## config.mk

```make
export PLATFORM = sky130hd
export DESIGN_NAME = riscv_mem_arbiter
export DESIGN_NICKNAME = d
export VERILOG_FILES = /design/src/rtl/riscv_pkg.sv /design/src/rtl/riscv_arb_streak.sv /design/src/rtl/riscv_mem_arbiter.sv
export SDC_FILE = /design/constraint.sdc
export NUM_CORES = 1
export LEC_CHECK = 0
export BUFFER_PORTS_ARGS = -buffer_cell sky130_fd_sc_hd__clkbuf_2
export CORE_MARGIN = 10
export CORE_UTILIZATION = 44
export CTS_CLUSTER_SIZE = 14
export DETAILED_ROUTE_END_ITERATION = 7
export HOLD_SLACK_MARGIN = 0.06
export PLACE_DENSITY = 0.78
export REMOVE_ABC_BUFFERS = 1
export SKIP_CTS_REPAIR_TIMING = 1
export SLEW_MARGIN = 25
export SYNTH_ARGS = -nofsm -noshare
export SYNTH_HDL_FRONTEND = slang
export SYNTH_SLANG_ARGS = --single-unit
export TNS_END_PERCENT = 20
```

## constraint.sdc

```tcl
create_clock -name clk -period 1.81 [get_ports clk]
set_input_delay 0.181 -clock clk [delete_from_list [all_inputs] [get_ports clk]]
set_output_delay 0.181 -clock clk [all_outputs]
set_load 0.01 [all_outputs]
```

## src/rtl/riscv_pkg.sv

```systemverilog
// Shared definitions for the RISC-V core slice.
// Holds the memory arbiter FSM states, the word-address byte offset, the
// memory command payload and the LW/SW/ALU opcode constants.
package riscv_pkg;

  // Memory arbiter FSM states
  typedef enum logic [1:0] {
    IDLE   = 2'd0,
    BUSY_I = 2'd1,
    BUSY_D = 2'd2
  } arb_state_t;

  // Byte-address bits below the word address
  localparam int unsigned BYTE_OFF = 2;

  localparam int unsigned XLEN = 32;

  // Memory command captured from the winning port
  typedef struct packed {
    logic            we;
    logic [XLEN-1:0] addr;
    logic [XLEN-1:0] wdata;
  } mem_cmd_t;

  // Major opcodes used by the pipeline decoder
  localparam logic [6:0] OPC_LW  = 7'b0000011;
  localparam logic [6:0] OPC_SW  = 7'b0100011;
  localparam logic [6:0] OPC_ALU = 7'b0110011;

endpackage

```

## src/rtl/riscv_arb_streak.sv

```systemverilog
// Fairness counter for the memory arbiter.
// Counts consecutive D grants made while a fetch waits and raises
// force_fetch_c when the streak limit is hit and fetch is still requesting.
// Ports: clk, rst_n (sync, active-low), d_grant, i_grant, i_req,
//        force_fetch_c (combinational decode of the registered count).
module riscv_arb_streak
  import riscv_pkg::*;
#(
  parameter int unsigned MAX_D_STREAK = 4
) (
  input  logic clk,
  input  logic rst_n,
  input  logic d_grant,
  input  logic i_grant,
  input  logic i_req,
  output logic force_fetch_c
);

  localparam int unsigned CNT_W = (MAX_D_STREAK < 1) ? 1 : $clog2(MAX_D_STREAK + 1);
  localparam logic [CNT_W-1:0] CNT_MAX = CNT_W'(MAX_D_STREAK);

  logic [CNT_W-1:0] cnt;

  // Saturating streak: only D grants that bypass a waiting fetch count
  always_ff @(posedge clk) begin
    if (!rst_n) begin
      cnt <= '0;
    end else if (i_grant) begin
      cnt <= '0;
    end else if (d_grant) begin
      if (!i_req)              cnt <= '0;
      else if (cnt != CNT_MAX) cnt <= cnt + CNT_W'(1);
    end
  end

  assign force_fetch_c = i_req && (cnt == CNT_MAX);

endmodule

```

## src/rtl/riscv_mem_arbiter.sv

```systemverilog
// Arbiter sharing one single-ported unified memory between fetch (I) and
// the MEM stage (D). D has priority with a bounded streak so fetch is never
// starved; accesses are serialised and tolerate any number of wait states.
// Ports: clk, rst_n (sync, active-low)
//        I side : i_req, i_addr -> i_gnt, i_valid, i_rdata
//        D side : d_req, d_we, d_addr, d_wdata -> d_gnt, d_valid, d_rdata
//        Memory : mem_req, mem_we, mem_addr, mem_wdata <- mem_ready, mem_rdata
module riscv_mem_arbiter
  import riscv_pkg::*;
#(
  parameter int unsigned ADDR_W       = 10,
  parameter int unsigned MAX_D_STREAK = 4
) (
  input  logic              clk,
  input  logic              rst_n,
  input  logic              i_req,
  input  logic [31:0]       i_addr,
  output logic              i_gnt,
  output logic              i_valid,
  output logic [31:0]       i_rdata,
  input  logic              d_req,
  input  logic              d_we,
  input  logic [31:0]       d_addr,
  input  logic [31:0]       d_wdata,
  output logic              d_gnt,
  output logic              d_valid,
  output logic [31:0]       d_rdata,
  output logic              mem_req,
  output logic              mem_we,
  output logic [ADDR_W-1:0] mem_addr,
  output logic [31:0]       mem_wdata,
  input  logic              mem_ready,
  input  logic [31:0]       mem_rdata
);

  arb_state_t state;
  logic       force_fetch_c;
  logic       d_win_c;
  logic       i_win_c;
  mem_cmd_t   win_c;
  logic       unused_addr_bits;

  // Grants only happen from IDLE, so held requests are ignored while busy
  assign d_win_c = (state == IDLE) && d_req && !force_fetch_c;
  assign i_win_c = (state == IDLE) && !d_win_c && i_req;

  // Command from the winning port; fetch is always a read
  always_comb begin
    win_c = '0;
    if (d_win_c) begin
      win_c.we    = d_we;
      win_c.addr  = d_addr;
      win_c.wdata = d_wdata;
    end else begin
      win_c.addr  = i_addr;
    end
  end

  // Byte offset and bits above the memory range are dropped
  assign unused_addr_bits = ^win_c.addr;

  riscv_arb_streak #(
    .MAX_D_STREAK (MAX_D_STREAK)
  ) u_streak (
    .clk           (clk),
    .rst_n         (rst_n),
    .d_grant       (d_win_c),
    .i_grant       (i_win_c),
    .i_req         (i_req),
    .force_fetch_c (force_fetch_c)
  );

  // FSM with registered grants, responses and memory command
  always_ff @(posedge clk) begin
    if (!rst_n) begin
      state     <= IDLE;
      i_gnt     <= 1'b0;
      d_gnt     <= 1'b0;
      i_valid   <= 1'b0;
      d_valid   <= 1'b0;
      i_rdata   <= '0;
      d_rdata   <= '0;
      mem_req   <= 1'b0;
      mem_we    <= 1'b0;
      mem_addr  <= '0;
      mem_wdata <= '0;
    end else begin
      i_gnt   <= 1'b0;
      d_gnt   <= 1'b0;
      i_valid <= 1'b0;
      d_valid <= 1'b0;
      case (state)
        IDLE: begin
          if (d_win_c || i_win_c) begin
            state     <= d_win_c ? BUSY_D : BUSY_I;
            d_gnt     <= d_win_c;
            i_gnt     <= i_win_c;
            mem_req   <= 1'b1;
            mem_we    <= win_c.we;
            mem_addr  <= win_c.addr[ADDR_W+BYTE_OFF-1:BYTE_OFF];
            mem_wdata <= win_c.wdata;
          end
        end
        BUSY_I: begin
          if (mem_ready) begin
            state   <= IDLE;
            mem_req <= 1'b0;
            i_valid <= 1'b1;
            i_rdata <= mem_rdata;
          end
        end
        BUSY_D: begin
          if (mem_ready) begin
            state   <= IDLE;
            mem_req <= 1'b0;
            mem_we  <= 1'b0;
            d_valid <= 1'b1;
            // Stores complete without disturbing the last load result
            if (!mem_we) d_rdata <= mem_rdata;
          end
        end
        default: begin
          state   <= IDLE;
          mem_req <= 1'b0;
          mem_we  <= 1'b0;
        end
      endcase
    end
  end

endmodule

```

==> flow_metrics.env <==
export IMPL_status="completed"
export IMPL_p_per_area_nw_per_um2=1080
export IMPL_total_power_w=0.00745
export IMPL_cts_tree="done"
export IMPL_firstDrtPassIters=8
export IMPL_synthCells=468
export IMPL_post_route_period_util=0.968
export IMPL_synth_edf_count=0
export IMPL_post_route_min_period_ps=1750
export IMPL_place_ws_ps=58.0
export IMPL_grt_pass1_vias=4039
export IMPL_cp_max_fo=33
export IMPL_antenna_found_initial=5
export IMPL_cts_buffers=17
export IMPL_syn_area_per_cell_um2=9.11
export IMPL_yosysWarnings=0
export IMPL_cp_arrival_ps=2140
export IMPL_final_nets=888
export IMPL_rsz0062_at_grt="false"
export IMPL_die_area_um2=14000
export IMPL_worst_setup_path_type="flip-flop to flip-flop"
export IMPL_cp_start_kind="flip-flop"
export IMPL_power_leakage_nw=3.06
export IMPL_slew_viol_final=0
export IMPL_drive_gt1_frac=0.325
export IMPL_ys_seq_elements=117
export IMPL_dpl_hpwl_mm=9.72
export IMPL_synthTopCellsByArea="dfxtp_1 (55%), nand2_1 (13%), a21boi_0 (12%), a22o_1 (6.6%), a21oi_1 (2.7%)"
export IMPL_wl_per_cell_um=18.5
export IMPL_place_gp_congestion=0.796
export IMPL_first_iter_violations=461
export IMPL_slew_headroom=0.669
export IMPL_rows=35
export IMPL_wl_mm=16.6
export IMPL_synth_flop_cell="dfxtp_1"
export IMPL_cp_required_ps=2200
export IMPL_fp_dieW_um=118
export IMPL_clk_pin_slew_worst_paths_ps=60
export IMPL_maxCapViolCount=0
export IMPL_yosysSeqAreaShare=0.549
export IMPL_grt_pass1_wl_mm=21.0
export IMPL_tightest_slew_ps=496
export IMPL_core_um2=9330
export IMPL_setup_tns_ps=0
export IMPL_cts_max_level=4
export IMPL_peakVddDrop_mv=0.667
export IMPL_drtAntennaViolNets=0
export IMPL_portBuffers=201
export IMPL_die_height_um=118
export IMPL_fmax_mhz=571
export IMPL_ys_types=27
export IMPL_area_growth_synth_to_final_pct=61.7
export IMPL_synth_top_cell_area_share=0.549
export IMPL_cts_max_path_buffers=2
export IMPL_synth_async_reset_ratio=0
export IMPL_via_per_inst=5.07
export IMPL_syn_area_um2=4260
export IMPL_synth_top_area_cell="dfxtp_1"
export IMPL_start_util=0.457
export IMPL_report_final_setup_viol=0
export IMPL_drcViolationCount=0
export IMPL_fin_ws_ps=58.6
export IMPL_hold_viol_final=0
export IMPL_skew_ps=12.1
export IMPL_io_pins=246
export IMPL_grt_max_degree=60
export IMPL_grt_util_all_layers=0.183
export IMPL_holdWs_ps=115
export IMPL_hold_path_class="input pin to flip-flop"
export IMPL_cp_end_kind="flip-flop"
export IMPL_cts_root_buf="clkbuf_8"
export IMPL_vias=4545
export IMPL_clk_latency_ps=510
export IMPL_clock_sinks=117
export IMPL_overflow=0
## worst paths after layout
path,start,end,cells past startpoint,slack (ps)
setup / recovery,state[0],mem_wdata[16],6,60
hold / removal,d_req,u_streak.cnt[2],3,120
setup reg to reg,state[0],mem_wdata[16],6,60
hold reg to reg,i_rdata[24],i_rdata[24],2,460
## cell usage after synthesis, types with 5 or more instances
cell	number
dfxtp_1	117
inv_1	6
a21boi_0	66
ha_1	5
a21oi_1	23
a22o_1	32
nor2_1	5
clkbuf_1	27
nand2_1	142
o21ai_0	11
## cell usage in the layout (no fill, tap or decap), drive strengths merged
master       instances
buf                  9
nor2b                3
a21boi              66
diode                5
bufinv               3
and3                 4
or2                  1
nor2                 5
dfxtp              117
clkinv               5
nand3                3
o221a                1
dlygate4sd3         88
o21a                 1
o22ai                1
and2                 4
a32oi                1
nor3b                1
o21ai               13
clkbuf             218
a22o                32
inv                  8
a21oi               23
ha                   5
a31oi                2
and4                 1
nand2              142
clkinvlp             5
## cell families after synthesis
family | count (synthesis) | synth area share
simple gates | 164 | 0.156
compound gates | 140 | 0.235
flops | 117 | 0.549
buf+inv | 42 | 0.0452
fa+ha+maj | 5 | 0.0147
## critical path: stages, from the launching register on
cell     delay [ps]
dfxtp_1         370
inv_1            90
ha_1            320
and3_4          200
and2_1          200
buf_12          180
a22o_1          260
## sequential cells by signal, summed over array words and instances, names as in the netlist
signal        count
d_rdata          32
i_rdata          32
mem_wdata        32
mem_addr         10
u_streak.cnt      3
state             2
d_gnt             1
d_valid           1
i_gnt             1
i_valid           1
mem_req           1
mem_we            1
## power breakdown
group	internal (W)	switching [W]	total [W]
clock	0.00210	0.00125	0.00336
combinational	0.000554	0.000657	0.00121
sequential	0.00277	0.000112	0.00288
total	0.00543	0.00202	0.00745
## routing by layer
metal / track usage / vias to the layer above / wire (µm)
met4: 0.0786 / 0 / 451
met5: 0 / - / 0
met2: 0.335 / 202 / 9270
met3: 0.0590 / 30 / 1090
met1: 0.188 / 2166 / 5770
li1: - / 2147 / -
## stage by stage
step / util / cells / cell area, µm²
after global placement: 0.578 / 771 / 5390
after CTS: 0.642 / 803 / 5990
after floorplan: - / 432 / 4090
after global routing: 0.739 / 896 / 6890
final: 0.739 / 896 / 6890
after detailed placement: 0.578 / 771 / 5390
## final cells by class
cell class                 count  area, µm²
sequential                   117       2340
multi-input combinational    309       1740
clock buffer                  17        414
timing repair buffer         298       2020
tap                          129        161
fill                         644       2440
inverter                       6       22.5
clock inverter                15        181
antenna                        5       12.5
Note: power is estimated with default switching activity, not from simulation.
